[config.mk]
export PLATFORM = sky130hd
export DESIGN_NAME = led_blink_gen
export DESIGN_NICKNAME = d
export VERILOG_FILES = /design/src/rtl/led_blink_pkg.sv /design/src/rtl/sw_debounce.sv /design/src/rtl/led_blink_gen.sv
export SDC_FILE = /design/constraint.sdc
export NUM_CORES = 1
export LEC_CHECK = 0
export ABC_AREA = 1
export CORE_MARGIN = 3
export CORE_UTILIZATION = 35
export CTS_BUF_LIST = sky130_fd_sc_hd__clkbuf_16
export DETAILED_ROUTE_END_ITERATION = 8
export HOLD_SLACK_MARGIN = 0.08
export SLEW_MARGIN = 20
export SYNTH_ARGS = -nofsm -noshare
export SYNTH_HDL_FRONTEND = slang
export SYNTH_SLANG_ARGS = --single-unit
[constraint.sdc]
create_clock -name CLK -period 2.1 [get_ports CLK]
set_input_delay 0.42 -clock CLK [delete_from_list [all_inputs] [get_ports CLK]]
set_output_delay 0.42 -clock CLK [all_outputs]
set_load 0.02 [all_outputs]
[src/rtl/led_blink_pkg.sv]
// Shared types and helpers for the LED blink generator: mode encoding and
// the half-period length derived from the clock and blink frequencies.
package led_blink_pkg;

    typedef enum logic {
        MODE_BLINK = 1'b0,
        MODE_CHASE = 1'b1
    } mode_e;

    // Clock cycles per half blink period; a non-positive blink rate yields 0,
    // which the top-level elaboration check rejects.
    function automatic int calc_half(input int clk_hz, input int blink_hz);
        if (blink_hz < 1) begin
            return 0;
        end
        return clk_hz / (2 * blink_hz);
    endfunction

endpackage

[src/rtl/sw_debounce.sv]
// Two-flop synchroniser for an asynchronous switch bus, followed by a
// per-bit debouncer when LED_BLINK_DEBOUNCE_EN is defined.
module sw_debounce #(
    parameter int WIDTH      = 1,
    parameter int DEB_CYCLES = 16
) (
    input  logic             CLK,
    input  logic             RST,
    input  logic [WIDTH-1:0] i_async,
    output logic [WIDTH-1:0] o_sync
);

    logic [WIDTH-1:0] r_meta;
    logic [WIDTH-1:0] r_sync;

    generate
        if (WIDTH < 1) begin : g_bad_width
            $error("sw_debounce: WIDTH must be at least 1");
        end
        if (DEB_CYCLES < 1) begin : g_bad_deb
            $error("sw_debounce: DEB_CYCLES must be at least 1");
        end
    endgenerate

    always_ff @(posedge CLK or posedge RST) begin
        if (RST) begin
            r_meta <= '0;
            r_sync <= '0;
        end else begin
            r_meta <= i_async;
            r_sync <= r_meta;
        end
    end

`ifdef LED_BLINK_DEBOUNCE_EN
    localparam int CNT_W = $clog2(DEB_CYCLES + 1);

    // Each bit counts consecutive cycles of disagreement with its stable
    // value; the stable value follows only after DEB_CYCLES such samples.
    genvar gi;
    generate
        for (gi = 0; gi < WIDTH; gi++) begin : g_deb
            logic [CNT_W-1:0] r_cnt;
            logic             r_stable;

            always_ff @(posedge CLK or posedge RST) begin
                if (RST) begin
                    r_cnt    <= '0;
                    r_stable <= 1'b0;
                end else if (r_sync[gi] == r_stable) begin
                    r_cnt <= '0;
                end else if (r_cnt == CNT_W'(DEB_CYCLES - 1)) begin
                    r_cnt    <= '0;
                    r_stable <= r_sync[gi];
                end else begin
                    r_cnt <= r_cnt + CNT_W'(1);
                end
            end

            assign o_sync[gi] = r_stable;
        end
    endgenerate
`else
    assign o_sync = r_sync;
`endif

endmodule

[src/rtl/led_blink_gen.sv]
// Multi-channel LED blinker: all-in-phase blink or one-hot chaser, masked by
// per-channel enables. Define LED_BLINK_DEBOUNCE_EN to debounce the switches.
module led_blink_gen
    import led_blink_pkg::*;
#(
    parameter int N_CH        = 4,
    parameter int CLK_FREQ_HZ = 50000000,
    parameter int BLINK_HZ    = 1,
    parameter int DEB_CYCLES  = 16
) (
    input  logic            CLK,
    input  logic            RST,
    input  logic [N_CH-1:0] sw_en,
    input  logic            sw_mode,
    output logic [N_CH-1:0] led,
    output logic            tick
);

    localparam int                HALF        = calc_half(CLK_FREQ_HZ, BLINK_HZ);
    localparam int                PRESC_W     = (HALF > 1) ? $clog2(HALF) : 1;
    localparam logic [PRESC_W-1:0] PRESC_LAST = PRESC_W'(HALF - 1);
    localparam logic [N_CH-1:0]   ONEHOT_INIT = N_CH'(1);

    generate
        if (HALF < 2) begin : g_bad_half
            $error("led_blink_gen: half period must be at least 2 cycles");
        end
        if ((N_CH < 1) || (N_CH > 16)) begin : g_bad_nch
            $error("led_blink_gen: N_CH must be within 1..16");
        end
    endgenerate

    logic [N_CH-1:0]    w_en_s;
    logic [0:0]         w_mode_s;
    mode_e              w_mode_req;
    logic               w_restart;
    logic               w_wrap;

    logic [PRESC_W-1:0] r_presc;
    logic               r_phase;
    logic [N_CH-1:0]    r_oh;
    logic               r_shown;
    mode_e              r_mode;
    logic               r_tick;
    logic [N_CH-1:0]    r_led;

    logic [PRESC_W-1:0] w_presc_next;
    logic               w_phase_next;
    logic [N_CH-1:0]    w_oh_rot;
    logic [N_CH-1:0]    w_oh_next;
    logic               w_shown_next;
    mode_e              w_mode_next;
    logic               w_tick_next;
    logic [N_CH-1:0]    w_pattern;
    logic [N_CH-1:0]    w_led_next;

    sw_debounce #(
        .WIDTH      (N_CH),
        .DEB_CYCLES (DEB_CYCLES)
    ) u_en_sync (
        .CLK     (CLK),
        .RST     (RST),
        .i_async (sw_en),
        .o_sync  (w_en_s)
    );

    sw_debounce #(
        .WIDTH      (1),
        .DEB_CYCLES (DEB_CYCLES)
    ) u_mode_sync (
        .CLK     (CLK),
        .RST     (RST),
        .i_async (sw_mode),
        .o_sync  (w_mode_s)
    );

    assign w_mode_req = mode_e'(w_mode_s);
    assign w_restart  = (w_mode_req != r_mode);
    assign w_wrap     = (r_presc == PRESC_LAST);

    generate
        if (N_CH == 1) begin : g_rot_one
            assign w_oh_rot = r_oh;
        end else begin : g_rot
            assign w_oh_rot = {r_oh[N_CH-2:0], r_oh[N_CH-1]};
        end
    endgenerate

    // A restart wins over a coincident wrap, so that wrap never produces a tick.
    always_comb begin
        w_presc_next = r_presc + PRESC_W'(1);
        w_phase_next = r_phase;
        w_oh_next    = r_oh;
        w_shown_next = r_shown;
        w_mode_next  = r_mode;
        w_tick_next  = 1'b0;
        if (w_restart) begin
            w_presc_next = '0;
            w_phase_next = 1'b0;
            w_oh_next    = ONEHOT_INIT;
            w_shown_next = 1'b0;
            w_mode_next  = w_mode_req;
        end else if (w_wrap) begin
            w_presc_next = '0;
            w_phase_next = ~r_phase;
            w_oh_next    = w_oh_rot;
            w_shown_next = 1'b1;
            w_tick_next  = 1'b1;
        end
    end

    // LEDs stay dark from reset or restart until the first wrap shows a pattern.
    genvar gi;
    generate
        for (gi = 0; gi < N_CH; gi++) begin : g_pattern
            assign w_pattern[gi]  = (w_mode_next == MODE_CHASE) ? w_oh_next[gi] : w_phase_next;
            assign w_led_next[gi] = w_shown_next & w_pattern[gi] & w_en_s[gi];
        end
    endgenerate

    always_ff @(posedge CLK or posedge RST) begin
        if (RST) begin
            r_presc <= '0;
            r_phase <= 1'b0;
            r_oh    <= ONEHOT_INIT;
            r_shown <= 1'b0;
            r_mode  <= MODE_BLINK;
            r_tick  <= 1'b0;
            r_led   <= '0;
        end else begin
            r_presc <= w_presc_next;
            r_phase <= w_phase_next;
            r_oh    <= w_oh_next;
            r_shown <= w_shown_next;
            r_mode  <= w_mode_next;
            r_tick  <= w_tick_next;
            r_led   <= w_led_next;
        end
    end

    assign led  = r_led;
    assign tick = r_tick;

endmodule

# ---- Yosys cells after proc, flatten, opt, wreduce, memory -nomap -nowiden
# Index checks and enable logic that the tools add are counted.
dict set report word_totals {
  ff_bits 47
  inputBits 7
  out_inout_bits 5
  wordCells 38
}
dict set report op_classes {
  n_addsub 1
  eq_ne 2
  muxes 15
  bitwise 9
}
# cell n
set op_table {}
lappend op_table {{$mux 25} 2}
lappend op_table {{$add 25x1->25 const B} 1}
lappend op_table {{$eq 25x25->1 const B} 1}
lappend op_table {{$mux 1} 11}
lappend op_table {{$and 1x1->1} 8}
lappend op_table {{$mux 4} 2}
lappend op_table {{$ne 1x1->1} 1}
lappend op_table {{$not 1->1} 1}

# ---- Longest topological paths before layout
# Gate-level depths: netlist (run 1).
dict set report logic_depth {
  depth_word 6
  depth_mapped 11
  mapped_depth_nobuf 10
}

# ---- By module
# Synthesis (run 1) repeated with hierarchy kept, for this count alone.
dict set report hier_totals {
  hier_cells 250
  hier_area_um2 2217.1
}
# module instances cells_each area_per_inst_um2
set modules_own_cells {}
lappend modules_own_cells {led_blink_gen 1 238 1959.4}
lappend modules_own_cells {{sw_debounce at u_en_sync} 1 9 203.9}
lappend modules_own_cells {{sw_debounce at u_mode_sync} 1 3 53.8}

# ---- Least setup slack after synthesis (run 1)
# OpenSTA, ideal clock, no wires.
dict set report synth_path {
  path_kind {register to register}
  start {reg r_presc[0]}
  end {reg r_presc[17]}
  setup_time_ps 127
  arrival_time_ps 1430
  required_ps 1973
  slack_ps 543
  stages_incl_launch_ff 12
  path_buffers 1
  synth_period_minus_slack_ps 1557
  path_cell_list {dfrtp_1 > ha_1 > nand2_2 > nor2_4 > nand2_1 > nor2_4 > nand2_4 > nand2_4 > inv_4 > buf_6 > o21ai_2 > a21oi_2}
}
dict set report synth_between {
  elab_chain_len 3
}
# element line_no
set synth_lines {}
lappend synth_lines {{from (decl)} led_blink_gen.sv:39} ;# logic [PRESC_W-1:0] r_presc;
lappend synth_lines {{from (signal assigned)} led_blink_gen.sv:131} ;# r_presc <= w_presc_next;
lappend synth_lines {{$add 25x1->25 / $eq 25x25->1 (equally long branches)} {led_blink_gen.sv:91, led_blink_gen.sv:79}}
lappend synth_lines {{$mux 25 (*)} led_blink_gen.sv:103} ;# end else if (w_wrap) begin
lappend synth_lines {{$mux 25 (*)} led_blink_gen.sv:97} ;# if (w_restart) begin
lappend synth_lines {{named net w_presc_next[17]} led_blink_gen.sv:47} ;# logic [PRESC_W-1:0] w_presc_next;
# Mark *: on every way through the listed nets, which the timed path passes. The rest lies on a longest branch.

# ---- Worst setup path in the final report (run 1)
dict set report layout_path {
  start {reg r_presc[0]}
  end {reg r_led[2] (netlist: led[2])}
}
dict set report layout_between {
  elab_chain_len 6
}
# element line_no
set layout_lines {}
lappend layout_lines {{$eq 25x25->1 (*)} led_blink_gen.sv:79} ;# assign w_wrap = (r_presc == PRESC_LAST);
lappend layout_lines {{$mux 1 / $mux 4 (equally long branches)} led_blink_gen.sv:103}
lappend layout_lines {{$mux 1 / $mux 4 (equally long branches)} led_blink_gen.sv:97}
lappend layout_lines {{$mux 1} led_blink_gen.sv:116} ;# assign w_pattern[gi] = (w_mode_next == MODE_CHASE) ? w_oh_next[gi] : w_phase_next;
lappend layout_lines {{$and 1x1->1 (*) (2 in series)} led_blink_gen.sv:117} ;# assign w_led_next[gi] = w_shown_next & w_pattern[gi] & w_en_s[gi];
lappend layout_lines {{named net w_led_next[2]} led_blink_gen.sv:55} ;# logic [N_CH-1:0] w_led_next;
lappend layout_lines {{to (signal assigned)} led_blink_gen.sv:137} ;# r_led <= w_led_next;
lappend layout_lines {{to (decl)} led_blink_gen.sv:45} ;# logic [N_CH-1:0] r_led;
# Marks and branches as above.

==> flow_metrics.tcl, run 1 <==
set metrics [dict create \
    clkTransAtPathRegs_ns 0.06 \
    gp_congestion 0.812 \
    syn-cell-area_um2 2240 \
    via_count 1558 \
    grt_max_degree 31 \
    io-pin-count 12 \
    synth_common_cells "dfrtp_1, nand2_1, nor2_1" \
    leakage_nw 1.13 \
    worst-r2r-cell-count 10 \
    peakVddDrop_v 0.000487 \
    portBuffers 11 \
    cts_buffer_depth 2 \
    syn_inst 243 \
    power_frac_seq_pct 45.1 \
    placed_cells 328 \
    area_delta_synth_final_pct 17.8 \
    fin_cells 336 \
    sw_frac_of_total_pct 21.0 \
    drv_slew 0 \
    reg2reg_from "r_presc[0]" \
    grt_pass1_vias 1537 \
    required_ns 2.26 \
    fin_area_um2 2640 \
    diodes 0 \
    dp_slack_ns 0.377 \
    drc 0 \
    cts.sinks 47 \
    post_cts_buffers 0 \
    rows 28 \
    final_util_pct 43.5 \
    die_h_um 86.0 \
    cts-root-buf "clkbuf_16" \
    ys_ff_latch 47 \
    hold_buffers 0 \
    cell_internal_pwr_mw 1.67 \
    wire_per_inst_um 11.6 \
    hold_violations 0 \
    cp.arrival_ns 1.87 \
    synth_most_common_cell "dfrtp_1" \
    worst_slack_ns 0.390 \
    min_period_ns 1.71 \
    htree_levels 2 \
    min-delay-path-class "register to register" \
    hpwl_um 2950 \
    wl_um 3900 \
    final.setup_skew_ns 0.00436 \
    holdWs_ns 0.346 \
    grt_pass1_wl_um 7090 \
    drv_cap 0 \
    antenna_found_initial 0 \
    synth_edf_count 0 \
    die_area_um2 7400 \
    tns_ns 0 \
    worstMarginPinSlew_ns 0.429 \
    yosysWarnings 0 \
    critical_path_class "register to register" \
    cts_tree "done" \
    timing.slew.headroom_pct 71.4 \
    setup_viol_count_final 0 \
    syn_avg_cell_area_um2 9.22 \
    fmax_mhz 585 \
    period_share_pct 81.4 \
    synthTopCellsByArea "dfrtp_1, nand2_1, nor2_1" \
    clk_latency_ns 0.28 \
    critical_path.endpoint_type "register" \
    yosys.area.top_type_share_pct 51.4 \
    cp_max_fo 8 \
    switchingPower_uw 444 \
    overflow 0 \
    ctsResizeCount 0 \
    clockPowerShare_pct 47.2 \
    rsz0062_at_grt "false" \
    fill_cells 581 \
    die_width_um 86.0 \
    worstSetupStartpointType "register" \
    synth_cell_types 31 \
    status "complete, no violations" \
    design.core.area_um2 6060 \
    power_density_nw_per_um2 800 \
    min_delay_path_depth 0 \
    ys_async_sr_fraction_pct 100 \
    synth_nets 253 \
    synth_top_cell_by_area "dfrtp_1" \
    drt-vias-per-instance 4.64 \
    ant_nets 0 \
    start_util_pct 37.0 \
    ys_seq_area_share_pct 52.5 \
    firstDrtPassIters 4 \
    pwr-share-comb_pct 7.7 \
    crit_start "r_presc[0]" \
    cts_buffers 5 \
    dpl-instance-area_um2 2450 \
    grtUsageTotal_pct 12.1 \
    first_iter_violations 79 \
    hold_path.startpoint "u_en_sync.r_meta[0]" \
    total_power_mw 2.11 \
    final_nets 270 \
    drive_gt1_share_pct 17.6 \
    ys.flop_type "dfrtp_1" \
]
==> power groups by stage <==
stage / clock network (mW) / registers [mW] / logic (mW)
final: 0.997 / 0.951 / 0.162
after CTS: 1.02 / 0.952 / 0.168
after global routing: 1.06 / 0.955 / 0.189
after detailed placement: 0 / 0.969 / 0.168
after global placement: 0 / 0.967 / 0.164
after floorplan: 0 / 0.965 / 0.129
==> layout by cell type, fill, tap and decap left out <==
master and instances:
dfrtp_1 46, nand2_1 42, nor2_1 31, inv_1 30, nand3_1 15, a21oi_1 11, clkdlybuf4s50_1 11, o21ai_2 9
a21oi_2 7, nand2_2 5, nor2_4 5, nor3_1 5, clkbuf_16 5, nand4_1 4, xnor2_1 3, o21ai_0 3
nor3b_1 3, ha_1 3, inv_2 2, nand3_2 2, nand2_4 2, and2_1 2, xor2_1 2, nor2_2 2
nor4_1 2, bufinv_16 2, nand3b_1 1, inv_4 1, nor2_8 1, nor3_2 1, a211oi_1 1, buf_12 1
dfstp_2 1
==> worst paths after layout <==
check	endpoint	slack, ns
max in group asynchronous	r_oh[0]	1.08
worst min register to register	u_en_sync.o_sync[0]	0.35
min in group asynchronous	r_presc[13]	0.45
worst max-delay path	led[2]	0.39
worst max register to register	led[2]	0.39
worst min-delay path	u_en_sync.o_sync[0]	0.35
==> metal layers <==
metal / track usage, % / routed length [um] / part of all wire [%]
met4: 3.45 / 31 / 0.79
met1: 16.8 / 1960 / 50
met3: 2.59 / 126 / 3.2
met2: 18.9 / 1780 / 46
met5: 0 / 0 / 0
==> area by class of cell <==
cell class / count / area (um^2) / area share (%)
clock buffer: 5 / 125 / 4.74
clock inverter: 3 / 63.8 / 2.42
inverter: 32 / 123 / 4.65
multi-input combinational: 162 / 926 / 35.1
sequential: 47 / 1180 / 44.6
tap: 75 / 93.8 / 3.56
timing repair buffer: 12 / 130 / 4.93
==> critical path, cell delays in order, from the launching register on <==
cell     delay (ns)
dfrtp_1        0.37
ha_1           0.19
nand2_2        0.08
nor2_4         0.14
nand2_1        0.11
nor2_4         0.20
nand2_4        0.10
nand2_4        0.13
nand2_1        0.09
nand3_2        0.10
a21oi_1        0.07
==> cell families after synthesis <==
group	Yosys count	synth area share, %
buf+inv	34	6.14
xor+xnor	5	1.95
flops	47	52.5
compound gates	31	9.72
simple gates	123	28.0
fa+ha+maj	3	1.68
==> state kept, by name, summed over array words and instances, names as in the netlist <==
| register | cells |
|---|---|
| r_oh | 4 |
| led | 4 |
| u_en_sync.r_meta | 4 |
| r_phase | 1 |
| u_mode_sync.r_meta | 1 |
| r_mode | 1 |
| r_presc | 25 |
| tick | 1 |
| r_shown | 1 |
| u_en_sync.o_sync | 4 |
| u_mode_sync.o_sync | 1 |
Note: power is estimated with default switching activity, not from simulation.
==> run 2, diff against run 1 <==
==> constraint.sdc (replaced) <==
create_clock -name CLK -period 1.7 [get_ports CLK]
set_input_delay 0.34 -clock CLK [delete_from_list [all_inputs] [get_ports CLK]]
set_output_delay 0.34 -clock CLK [all_outputs]
set_load 0.02 [all_outputs]
==> flow_metrics.tcl, run 2 (same netlist as run 1, synthesis figures left out) <==
set metrics [dict create \
    design.core.area_um2 6060 \
    htree_levels 2 \
    min-delay-path-class "input pin to asynchronous set/reset pin" \
    cp_max_fo 5 \
    drc 0 \
    required_ns 1.88 \
    status "complete, no violations" \
    final_common_cell "dfrtp_1" \
    die_h_um 86.0 \
    hold_buffers 0 \
    timing.slew.headroom_pct 74.3 \
    dpl-instance-area_um2 2500 \
    overflow 0 \
    antenna_found_initial 0 \
    critical_path_class "register to register" \
    wl_um 4110 \
    setup_viol_count_final 0 \
    total_power_mw 2.53 \
    cp.arrival_ns 1.81 \
    layout_common_cells "dfrtp_1, nand2_1, nor2_1, inv_1, nand3_1" \
    drv_slew 0 \
    final.setup_skew_ns 0.00540 \
    area_delta_synth_final_pct 22.8 \
    start_util_pct 37.0 \
    diodes 0 \
    grt_pass1_vias 1591 \
    clk_latency_ns 0.29 \
    gp_congestion 0.843 \
    top_register "r_presc" \
    hold_violations 0 \
    fmax_mhz 613 \
    drive_gt1_share_pct 24.5 \
    dp_slack_ns 0.0391 \
    rows 28 \
    via_count 1648 \
    cts_tree "done" \
    io-pin-count 12 \
    reg2reg_from "r_presc[1]" \
    cts.sinks 47 \
    die_area_um2 7400 \
    min_period_ns 1.63 \
    peakVddDrop_v 0.000552 \
    period_share_pct 96.0 \
    rsz0062_at_grt "true" \
    worstSetupStartpointType "register" \
    die_width_um 86.0 \
    portBuffers 11 \
    grt_pass1_wl_um 7170 \
    ant_nets 0 \
    hpwl_um 3000 \
    drt-vias-per-instance 4.79 \
    crit_start "r_presc[1]" \
    first_iter_violations 57 \
    leakage_nw 1.20 \
    worst_slack_ns 0.0682 \
    worstMarginPinSlew_ns 0.384 \
    cts_buffer_depth 2 \
    critical_path.endpoint_type "register" \
    cts-root-buf "clkbuf_16" \
    drv_cap 0 \
    power_density_nw_per_um2 918 \
    grtUsageTotal_pct 12.3 \
    wire_per_inst_um 12.0 \
    cts_buffers 5 \
    fin_area_um2 2750 \
    largest_register_ffs 25 \
    grt_max_degree 25 \
    final_nets 278 \
    clkTransAtPathRegs_ns 0.07 \
    holdWs_ns 0.347 \
    firstDrtPassIters 4 \
]
==> run 2: layout make-up <==
cell class	count	area, um^2
fill	602	3310
sequential	47	1180
multi-input combinational	162	998
timing repair buffer	20	190
clock buffer	5	125
inverter	32	125
tap	75	93.8
clock inverter	3	42.5
==> run 2: per-layer routing <==
| metal | wire [um] | track usage, % | part of all wire (%) | vias to the layer above |
|---|---|---|---|---|
| met5 | 0 | 0 | 0 | - |
| met4 | 84 | 5.32 | 2.0 | 0 |
| met3 | 86 | 2.79 | 2.1 | 8 |
| met2 | 1810 | 17.9 | 44 | 15 |
| met1 | 2130 | 17.6 | 52 | 794 |
| li1 | - | - | - | 831 |
==> run 2: report_power, final <==
part	internal [mW]	switching, mW
Combinational	0.0861	0.147
Sequential	1.16	0.0298
Clock	0.694	0.415
==> run 2: what timing repair did <==
item,in CTS,in global routing
endpoints found under the setup margin,0,21
gates resized for setup,0,20
setup buffers,0,1
==> run 2: stage by stage <==
step	setup TNS, ns	instances	utilization (%)
finish	0	344	45.4
global route	-0.136	344	45.4
CTS	0	343	44.1
detailed placement	0	335	41.3
global placement	0	335	41.3
floorplan	0	243	-
==> run 2: path summary, 6_finish.rpt <==
path	endpoint	slack, ns	cells past startpoint
max in group asynchronous	r_presc[6]	0.90	3
hold / removal	r_oh[2]	0.35	2
hold reg to reg	u_mode_sync.o_sync	0.35	0
min in group CLK	u_mode_sync.o_sync	0.35	0
setup / recovery	r_presc[18]	0.07	10
setup reg to reg	r_presc[18]	0.07	10
==> run 2: worst max-delay path: stages (launching register included) <==
cell and delay [ns]:
dfrtp_1 0.39, ha_4 0.16, nand2_4 0.05, nor2_4 0.17, nand2_2 0.11, nor2_4 0.12, nand2_4 0.10, nor2_4 0.13
nand2_1 0.11, o21ai_2 0.13, a21oi_2 0.04
